File: config.mk
export PLATFORM = sky130hd
export DESIGN_NAME = regfile_mp
export DESIGN_NICKNAME = d
export VERILOG_FILES = /design/src/rtl/regfile_pkg.sv /design/src/rtl/regfile_scoreboard.sv /design/src/rtl/regfile_mp.sv
export SDC_FILE = /design/constraint.sdc
export NUM_CORES = 2
export LEC_CHECK = 0
export CELL_PAD_IN_SITES_DETAIL_PLACEMENT = 1
export CELL_PAD_IN_SITES_GLOBAL_PLACEMENT = 1
export CORE_MARGIN = 1.5
export CORE_UTILIZATION = 40
export CTS_BUF_LIST = sky130_fd_sc_hd__clkbuf_8
export CTS_CLUSTER_SIZE = 12
export DETAILED_ROUTE_END_ITERATION = 12
export GPL_TIMING_DRIVEN = 0
export HOLD_SLACK_MARGIN = 0.15
export PLACE_DENSITY_LB_ADDON = 0.1
export SYNTH_ARGS = -nofsm -noshare
export SYNTH_HDL_FRONTEND = slang
export SYNTH_HIERARCHICAL = 1
export SYNTH_SLANG_ARGS = --single-unit
File: constraint.sdc
create_clock -name clk -period 6.5 [get_ports clk]
set_input_delay 1.3 -clock clk [delete_from_list [all_inputs] [get_ports clk]]
set_output_delay 1.3 -clock clk [all_outputs]
set_load 0.01 [all_outputs]
File: src/rtl/regfile_pkg.sv
// regfile_pkg: shared state encoding and default sizes for the multi-port register file
package regfile_pkg;
  typedef enum logic {ST_CLEAR, ST_RUN} state_t;
  localparam int DATA_W_DEF = 32;
  localparam int ADDR_W_DEF = 5;
  localparam int REG_ZERO = 0;
endpackage

File: src/rtl/regfile_scoreboard.sv
// regfile_scoreboard: per-register pending-write counters, issue gating and busy lookup (REGFILE_BYPASS_EN: busy shows post-update count on write hits)
module regfile_scoreboard
  import regfile_pkg::*;
#(
  parameter int ADDR_W = ADDR_W_DEF,
  parameter int NUM_RD = 2,
  parameter int NUM_WR = 1,
  parameter int SB_W = 2,
  parameter int ZERO_REG = 1
) (
  input  logic                     clk,
  input  logic                     reset,
  input  logic                     run,
  input  logic [ADDR_W-1:0]        clr_idx,
  input  logic [NUM_WR-1:0]        wr_act,
  input  logic [NUM_WR*ADDR_W-1:0] wr_addr,
  input  logic                     iss_en,
  input  logic [ADDR_W-1:0]        iss_addr,
  input  logic [NUM_RD*ADDR_W-1:0] rd_addr,
  output logic [NUM_RD-1:0]        rd_busy,
  output logic                     iss_ready
);
  localparam int DEPTH = 1 << ADDR_W;
  logic [SB_W-1:0] cnt [DEPTH];
  logic [SB_W-1:0] cnt_next [DEPTH];
  logic [SB_W:0] up, dn;
  logic [ADDR_W-1:0] ra;
  logic hit;
  logic [SB_W-1:0] rc;
  assign iss_ready = run && ((ZERO_REG != 0 && iss_addr == ADDR_W'(REG_ZERO)) || cnt[iss_addr] != '1);
  // next count per register: accepted issue adds one, each writeback removes one, floored at zero
  always_comb begin
    up = '0;
    dn = '0;
    for (int r = 0; r < DEPTH; r++) begin
      up = {1'b0, cnt[r]} + (SB_W+1)'(iss_en && iss_ready && iss_addr == ADDR_W'(r));
      dn = '0;
      for (int w = 0; w < NUM_WR; w++)
        dn = dn + (SB_W+1)'(wr_act[w] && wr_addr[w*ADDR_W +: ADDR_W] == ADDR_W'(r));
      cnt_next[r] = (ZERO_REG != 0 && r == REG_ZERO) ? '0 : (up < dn) ? '0 : SB_W'(up - dn);
    end
  end
  // counters are wiped one entry per cycle while clearing, otherwise all advance together
  always_ff @(posedge clk) begin
    if (!reset) begin
      if (!run) cnt[clr_idx] <= '0;
      else for (int r = 0; r < DEPTH; r++) cnt[r] <= cnt_next[r];
    end
  end
  // busy lookup per read port, using the post-update count when forwarding a write
  always_comb begin
    rd_busy = '0;
    ra = '0;
    hit = 1'b0;
    rc = '0;
    for (int k = 0; k < NUM_RD; k++) begin
      ra = rd_addr[k*ADDR_W +: ADDR_W];
      hit = 1'b0;
`ifdef REGFILE_BYPASS_EN
      for (int w = 0; w < NUM_WR; w++) hit = hit | (wr_act[w] && wr_addr[w*ADDR_W +: ADDR_W] == ra);
`endif
      rc = hit ? cnt_next[ra] : cnt[ra];
      rd_busy[k] = run && !(ZERO_REG != 0 && ra == ADDR_W'(REG_ZERO)) && rc != '0;
    end
  end
endmodule

File: src/rtl/regfile_mp.sv
// regfile_mp: multi-port register file with zero register, pending-write scoreboard and sequential clear (REGFILE_BYPASS_EN: same-cycle write forwarding)
module regfile_mp
  import regfile_pkg::*;
#(
  parameter int DATA_W = DATA_W_DEF,
  parameter int ADDR_W = ADDR_W_DEF,
  parameter int NUM_RD = 2,
  parameter int NUM_WR = 1,
  parameter int SB_W = 2,
  parameter int ZERO_REG = 1
) (
  input  logic                     clk,
  input  logic                     reset,
  input  logic [NUM_RD*ADDR_W-1:0] rd_addr,
  output logic [NUM_RD*DATA_W-1:0] rd_data,
  output logic [NUM_RD-1:0]        rd_busy,
  input  logic [NUM_WR-1:0]        wr_en,
  input  logic [NUM_WR*ADDR_W-1:0] wr_addr,
  input  logic [NUM_WR*DATA_W-1:0] wr_data,
  input  logic                     iss_en,
  input  logic [ADDR_W-1:0]        iss_addr,
  output logic                     iss_ready,
  output logic                     init_done
);
  localparam int DEPTH = 1 << ADDR_W;
  state_t state, state_n;
  logic [ADDR_W-1:0] clr_idx, clr_idx_n;
  logic run;
  logic [DATA_W-1:0] regs [DEPTH];
  logic [NUM_WR-1:0] wr_act;
  logic [ADDR_W-1:0] ra;
  logic [DATA_W-1:0] rd;
  assign run = state == ST_RUN;
  assign init_done = run;
  // state and clear pointer; reset always restarts the wipe from entry 0
  always_ff @(posedge clk) begin
    if (reset) begin
      state <= ST_CLEAR;
      clr_idx <= '0;
    end else begin
      state <= state_n;
      clr_idx <= clr_idx_n;
    end
  end
  // clear walks every entry once, then hands over to normal operation
  always_comb begin
    state_n = (state == ST_CLEAR && clr_idx == '1) ? ST_RUN : state;
    clr_idx_n = (state == ST_CLEAR) ? clr_idx + 1'b1 : clr_idx;
  end
  // effective write strobes: only while running and never to the hardwired zero register
  always_comb begin
    wr_act = '0;
    for (int w = 0; w < NUM_WR; w++)
      wr_act[w] = run && wr_en[w] && !(ZERO_REG != 0 && wr_addr[w*ADDR_W +: ADDR_W] == ADDR_W'(REG_ZERO));
  end
  // storage: clear one entry per cycle, or apply writes in port order so the highest port wins
  always_ff @(posedge clk) begin
    if (!reset) begin
      if (!run) regs[clr_idx] <= '0;
      else
        for (int w = 0; w < NUM_WR; w++)
          if (wr_act[w]) regs[wr_addr[w*ADDR_W +: ADDR_W]] <= wr_data[w*DATA_W +: DATA_W];
    end
  end
  // combinational read ports, forced to zero while clearing or for the zero register
  always_comb begin
    rd_data = '0;
    ra = '0;
    rd = '0;
    for (int k = 0; k < NUM_RD; k++) begin
      ra = rd_addr[k*ADDR_W +: ADDR_W];
      rd = regs[ra];
`ifdef REGFILE_BYPASS_EN
      for (int w = 0; w < NUM_WR; w++)
        if (wr_act[w] && wr_addr[w*ADDR_W +: ADDR_W] == ra) rd = wr_data[w*DATA_W +: DATA_W];
`endif
      rd_data[k*DATA_W +: DATA_W] = (!run || (ZERO_REG != 0 && ra == ADDR_W'(REG_ZERO))) ? '0 : rd;
    end
  end
  regfile_scoreboard #(
    .ADDR_W(ADDR_W), .NUM_RD(NUM_RD), .NUM_WR(NUM_WR), .SB_W(SB_W), .ZERO_REG(ZERO_REG)
  ) u_sb (
    .clk(clk), .reset(reset), .run(run), .clr_idx(clr_idx),
    .wr_act(wr_act), .wr_addr(wr_addr),
    .iss_en(iss_en), .iss_addr(iss_addr),
    .rd_addr(rd_addr), .rd_busy(rd_busy), .iss_ready(iss_ready)
  );
endmodule

# Word level (Yosys, flattened, before mapping)

Memory sizes are Yosys's and may differ from the RTL's.
Cells that the tools add are included.

Flip-flop bits (word level): 6
Latch bits: 0
Memory bits (writable): 1088
Bits in read-only memories: 0
Output and inout port bits: 68
Memories: 2

$add $sub $neg: 63
Multipliers: 0
Divide/modulo/power cells: 0
Order comparisons: 31
Equal/unequal tests: 64
Shifts and indexed selects: 0
Multiplexer cells: 49
Bitwise gates (word level): 1
Reductions and logical operators: 86

Memories:

| name     | words | width | read ports | clocked after Yosys merged registers in | wr ports | RTL line                 | source |
|---|---|---|---|---|---|---|---|
| regs     | 32    | 32    | 2          | 0                                       | 1        | regfile_mp.sv:29         | `logic [DATA_W-1:0] regs [DEPTH];` |
| u_sb.cnt | 32    | 2     | 34         | 0                                       | 32       | regfile_scoreboard.sv:24 | `logic [SB_W-1:0] cnt [DEPTH];` |

Operators by type and width:

| kind                  | number |
|---|---|
| $eq A5 B5 Y1 const B  | 33 |
| $mux W32              | 3 |
| $add A2 B1 Y3         | 31 |
| $lt A3 B1 Y1          | 31 |
| $eq A5 B4 Y1 const B  | 16 |
| $logic_and A1 B1 Y1   | 71 |
| $mux W2               | 32 |
| $sub A2 B1 Y2         | 31 |
| $eq A5 B3 Y1 const B  | 8 |
| $reduce_or A32 Y1     | 1 |
| $eq A5 B2 Y1 const B  | 4 |
| $logic_not A5 Y1      | 4 |
| $mux W1               | 12 |
| $eq A5 B1 Y1 const B  | 2 |
| $mux W5               | 2 |
| $add A5 B1 Y5 const B | 1 |
| $logic_not A1 Y1      | 4 |
| $reduce_bool A2 Y1    | 2 |
| $logic_or A1 B1 Y1    | 3 |
| $ne A2 B2 Y1 const B  | 1 |
| $reduce_or A2 Y1      | 1 |
| $not A1 Y1            | 1 |

# Longest topological paths before layout

Depth after elaboration: 9
Mapped depth: 15
Mapped depth without buffers: 13

# Cells and area by module

Netlist, hierarchy kept.

By module, submodules not included:

| module             | instances | cells each | area each (sq um) |
|---|---|---|---|
| regfile_mp         | 1         | 2973       | 48410.2 |
| regfile_scoreboard | 1         | 821        | 6844.1 |

# Least setup slack after synthesis

No wires, ideal clock.

Path kind: input to register
From: input wr_addr[4]
To: memory regs[2][0] (netlist bit), enable pin
Setup time: 0.432 ns
Arrival: 3.816 ns
Data required time: 6.068 ns
Setup slack: 2.253 ns
Stages: 5
Buffers on the path: 1
Path through: nor4_2 a211oi_2 buf_2 nand2b_1 a21oi_1

Word-level cells in the longest chain between the ends: 9
Elaborated cells between the ends (all ways): 10
Classes of those cells: 6 x mux; 4 x reduce/logical

Ends and longest elaborated chain:

| element                                                    | RTL line         | source |
|---|---|---|
| start, declared                                            | regfile_mp.sv:18 | `input logic [NUM_WR*ADDR_W-1:0] wr_addr,` |
| $logic_not A5 Y1                                           | n/a              |  |
| $logic_not A1 Y1                                           | regfile_mp.sv:54 | `wr_act[w] = run && wr_en[w] && !(ZERO_REG != 0 && wr_addr[w*ADDR_W +: ADDR_W] == ADDR_W'(REG_ZERO));` |
| $logic_and A1 B1 Y1                                        | regfile_mp.sv:54 |  |
| $mux W1                                                    | regfile_mp.sv:62 | `if (wr_act[w]) regs[wr_addr[w*ADDR_W +: ADDR_W]] <= wr_data[w*DATA_W +: DATA_W];` |
| $mux W1                                                    | regfile_mp.sv:59 | `if (!run) regs[clr_idx] <= '0;` |
| $mux W1                                                    | regfile_mp.sv:58 | `if (!reset) begin` |
| $mux W1 (implied by the code)                              | regfile_mp.sv:62 |  |
| $reduce_or A32 Y1 (no source line)                         | n/a              |  |
| $mux W5 (no source line) / $mux W1 (equally long branches) | n/a              |  |
| end, declared                                              | regfile_mp.sv:29 |  |

Parallel ways exist; a longest one is shown, timed or not.

# Worst setup path in the final report

From: input rd_addr[2]
To: output rd_data[16]

Word-level cells in the longest chain between the ends: 3
Elaborated cells between the ends (all ways): 4
Classes of those cells: 1 x mux; 2 x reduce/logical; 1 x memory

Ends and longest elaborated chain:

| element                                                 | RTL line         | source |
|---|---|---|
| start, declared                                         | regfile_mp.sv:14 | `input logic [NUM_RD*ADDR_W-1:0] rd_addr,` |
| branches (longest 2 deep; another with $mem_v2 Z32 W32) | n/a              |  |
| $mux W32 (*)                                            | regfile_mp.sv:77 | `rd_data[k*DATA_W +: DATA_W] = (!run \|\| (ZERO_REG != 0 && ra == ADDR_W'(REG_ZERO))) ? '0 : rd;` |
| end, declared                                           | regfile_mp.sv:15 | `output logic [NUM_RD*DATA_W-1:0] rd_data,` |

Mark *: on every way between the ends.

==> out/results.ini <==
[yosys]
netlist_area_um2=55300
async_flop_share_pct=0
syn-num-nets=3975
ys_ff_latch=1092
synthTopCellsByArea=edfxtp_1 59%, mux4_2 10%, mux2i_1 5.7%, mux2_2 4.0%, ha_1 2.8%
synth_flop_cell=edfxtp_1
synth_most_common_cell=edfxtp_1
synth_top_area_cell=edfxtp_1
yosysSeqAreaShare_pct=59.2
synth_top_area_share_pct=59.0
postSynthCellCount=3794
yosysWarningCount=6
synth-edff-count=1086
synth_area_per_cell_um2=14.6
synth_common_cells=1,086 x edfxtp_1, 317 x mux2i_1, 251 x mux4_2
synth.distinct_cells=66

[setup_path]
slowest_stage=clkbuf_1
cp_data_required_time_ns=5.20
critical_path_buf_inv_count=4
regToRegEndpoint=regs[29][17]
cp_max_fo=10
crit_type=in2out
critical_path.top_delay_family=buffers and inverters
r2r_slack_ns=2.06
reg2reg_from=init_done
cpPeakStageDelay_ns=0.88
ff2ff_path_depth=5
crit_chain=clkdlybuf4s50_1 -> clkbuf_4 -> nand2b_1 -> clkbuf_1 -> o21ai_0 -> o31a_1 -> nand4_1 -> clkdlybuf4s50_1
cp-startpoint=rd_addr[2]
worstPathArrival_ns=5.28
cp-start-kind=input port
cp_common_cell=clkdlybuf4s50_1
crit_path_end_kind=output port

[detailed_routing]
vias_per_cell=6.33
drtPass1Iterations=6
route.detailed.drc=0
routed-via-count=38500
drtIter0Drc=4521
wire_per_inst_um=36.3
antenna_left=0
wl_um=221000

[cts]
cts_root_buf=clkbuf_8
cts.path.max_buffers=3
postCtsSetupBuffers=0
cts_tree=done
cts.reportedPaths.clkPinSlew_ns=0.06
cts.sinks=1092
clock_latency_ns=0.93
cts_buffers=187
cts_max_level=4

[pwr]
power.switching_fraction_pct=24.9
power.net_switching_uw=3590
ir_worst_vdd_mv=0.222
leakage_uw=0.0193
p_per_area_nw_per_um2=228
internal_power_uw=10800
combPwrFrac_pct=6.7
p_seq_share_pct=53.5
clkPwrFrac_pct=39.8

[placement]
placed_area_um2=59700
hpwlAfterDp_um=159000
io_buffers=122
pre_cts_ws_ns=-0.711
gp_congestion=0.937

[sta]
hold-worst-slack_ns=0.643
finClkSkew_ns=0.0372
tightest_slew_ns=1.43
period_minus_slack_ns=6.58
grt_setup_unrepaired=false
finalHoldViolCount=0
fin_ws_ns=-0.0794
max_freq_ghz=0.152
min_period_over_period_pct=101
relSlewSlack_pct=4.53
setup_viol=3
drv_slew=0

[hold_path]
worst_hold_path.endpoint=clr_idx[1]
min-delay-start=clr_idx[1]
hp-class=reg2reg
hold_depth=2

[layout]
areaGrowthSynthToFinish_pct=14.3
drive_above_1_share_pct=21.4
fillCellCount=13600
multi_input_area_um2=21100
fin_area_um2=63200
seq_area_um2=32700
nNetsFinal=4321

[die]
die_area_um2=140000
start_util_pct=40.2
fp.coreArea_um2=137000
rows=136
ios=124
die_y_um=375
die_x_um=375

[global_routing]
grt_antenna_before_repair=6
grt-ovfl-total=0
grt_pass1_wl_um=305000
grt_use_total_pct=31.2
grt_pass1_vias=39100
grt_max_degree=33

[outcome]
status=finished with violations
violations=setup timing

[flow_run]
maxCapViolCount=0

[stage by stage]
stage          power (µW)  setup TNS, ns  instances  util (%)
5_1_grt             14700              0       6079      46.0
2_1_floorplan        8370              0       3794         -
3_3_place_gp         8780       -1204.92       5710      42.8
3_5_place_dp         8800         -21.15       5743      43.4
4_1_cts             14500              0       6076      45.9
6_report            14400         -0.142       6081      46.0
[metal layers]
metal,track usage (%),wire [µm],vias to the layer above
li1,-,-,15800
met1,41.6,89500,20300
met2,49.5,103000,1914
met3,7.44,20200,421
met4,11.4,7960,4
met5,0,19,-
[cell type report]
cell class                 instances  area share [%]
inverter                         152           0.903
clock inverter                   141            1.01
antenna                            3          0.0119
multi-input combinational       2290            33.4
buffer                           260            2.08
clock buffer                     192            4.18
sequential                      1092            51.8
tap                             1794            3.55
timing repair buffer             157            3.06
[what timing repair did]
action | in CTS | in global routing
endpoints found under the setup margin | 62 | 21
gates cloned | 0 | 0
gates resized for setup | 64 | 28
hold buffers | 0 | 0
pin swaps | 1 | 0
[tightest hold or removal path: cells and delay by family (launching register included)]
kind	cells	cell delay, ns
multiplexers	1	0.16
flip-flops	1	0.38
AND/OR/NAND/NOR	1	0.06
[power by group through the flow]
stage	logic, µW	clock network (µW)	registers, µW
2_1_floorplan	526	0	7840
3_3_place_gp	918	0	7860
3_5_place_dp	944	0	7850
4_1_cts	952	5800	7710
5_1_grt	981	6050	7710
6_report	962	5740	7710
[kinds of logic after synthesis]
group / Yosys count / share of synthesized area [%]
mux: 768 / 20.2
flops: 1092 / 59.2
xor+xnor: 4 / 0.0634
buf+inv: 412 / 3.17
fa+ha+maj: 125 / 2.83
compound gates: 615 / 7.34
simple gates: 778 / 7.20
[registers in the layout, summed over array words and instances, names as in the netlist]
name	cells
clr_idx	5
init_done	1
regs	1024
u_sb/cnt	62
[placed cells by master (no fill, tap or decap), types with 30 or more instances in the layout]
| cell | n |
|---|---|
| o21ai_0 | 131 |
| a211oi_1 | 69 |
| or3_1 | 34 |
| clkinv_1 | 61 |
| nor3_1 | 48 |
| o22ai_1 | 67 |
| inv_1 | 209 |
| ha_1 | 125 |
| clkbuf_2 | 30 |
| clkbuf_8 | 192 |
| edfxtp_1 | 1086 |
| nand4_1 | 65 |
| buf_2 | 81 |
| mux2i_1 | 317 |
| mux4_2 | 251 |
| o31a_1 | 31 |
| nor2_1 | 167 |
| mux2_2 | 195 |
| clkbuf_1 | 89 |
| nor2b_1 | 72 |
| clkdlybuf4s50_1 | 118 |
| nand2_1 | 103 |
| a22oi_1 | 193 |
| a21oi_1 | 90 |
| nand3_1 | 125 |
[worst max-delay path by stage]
stage	end	slack, ns	cells after the start
after global placement	regs[26][8]	-1.68	6
final	rd_data[16]	-0.08	8
after global routing	rd_data[47]	0.0007	9
after CTS	rd_data[17]	0.003	9
after floorplan	regs[2][0]	2.25	5
after detailed placement	rd_data[45]	-0.71	9
Power figures use the tool's default switching activity.
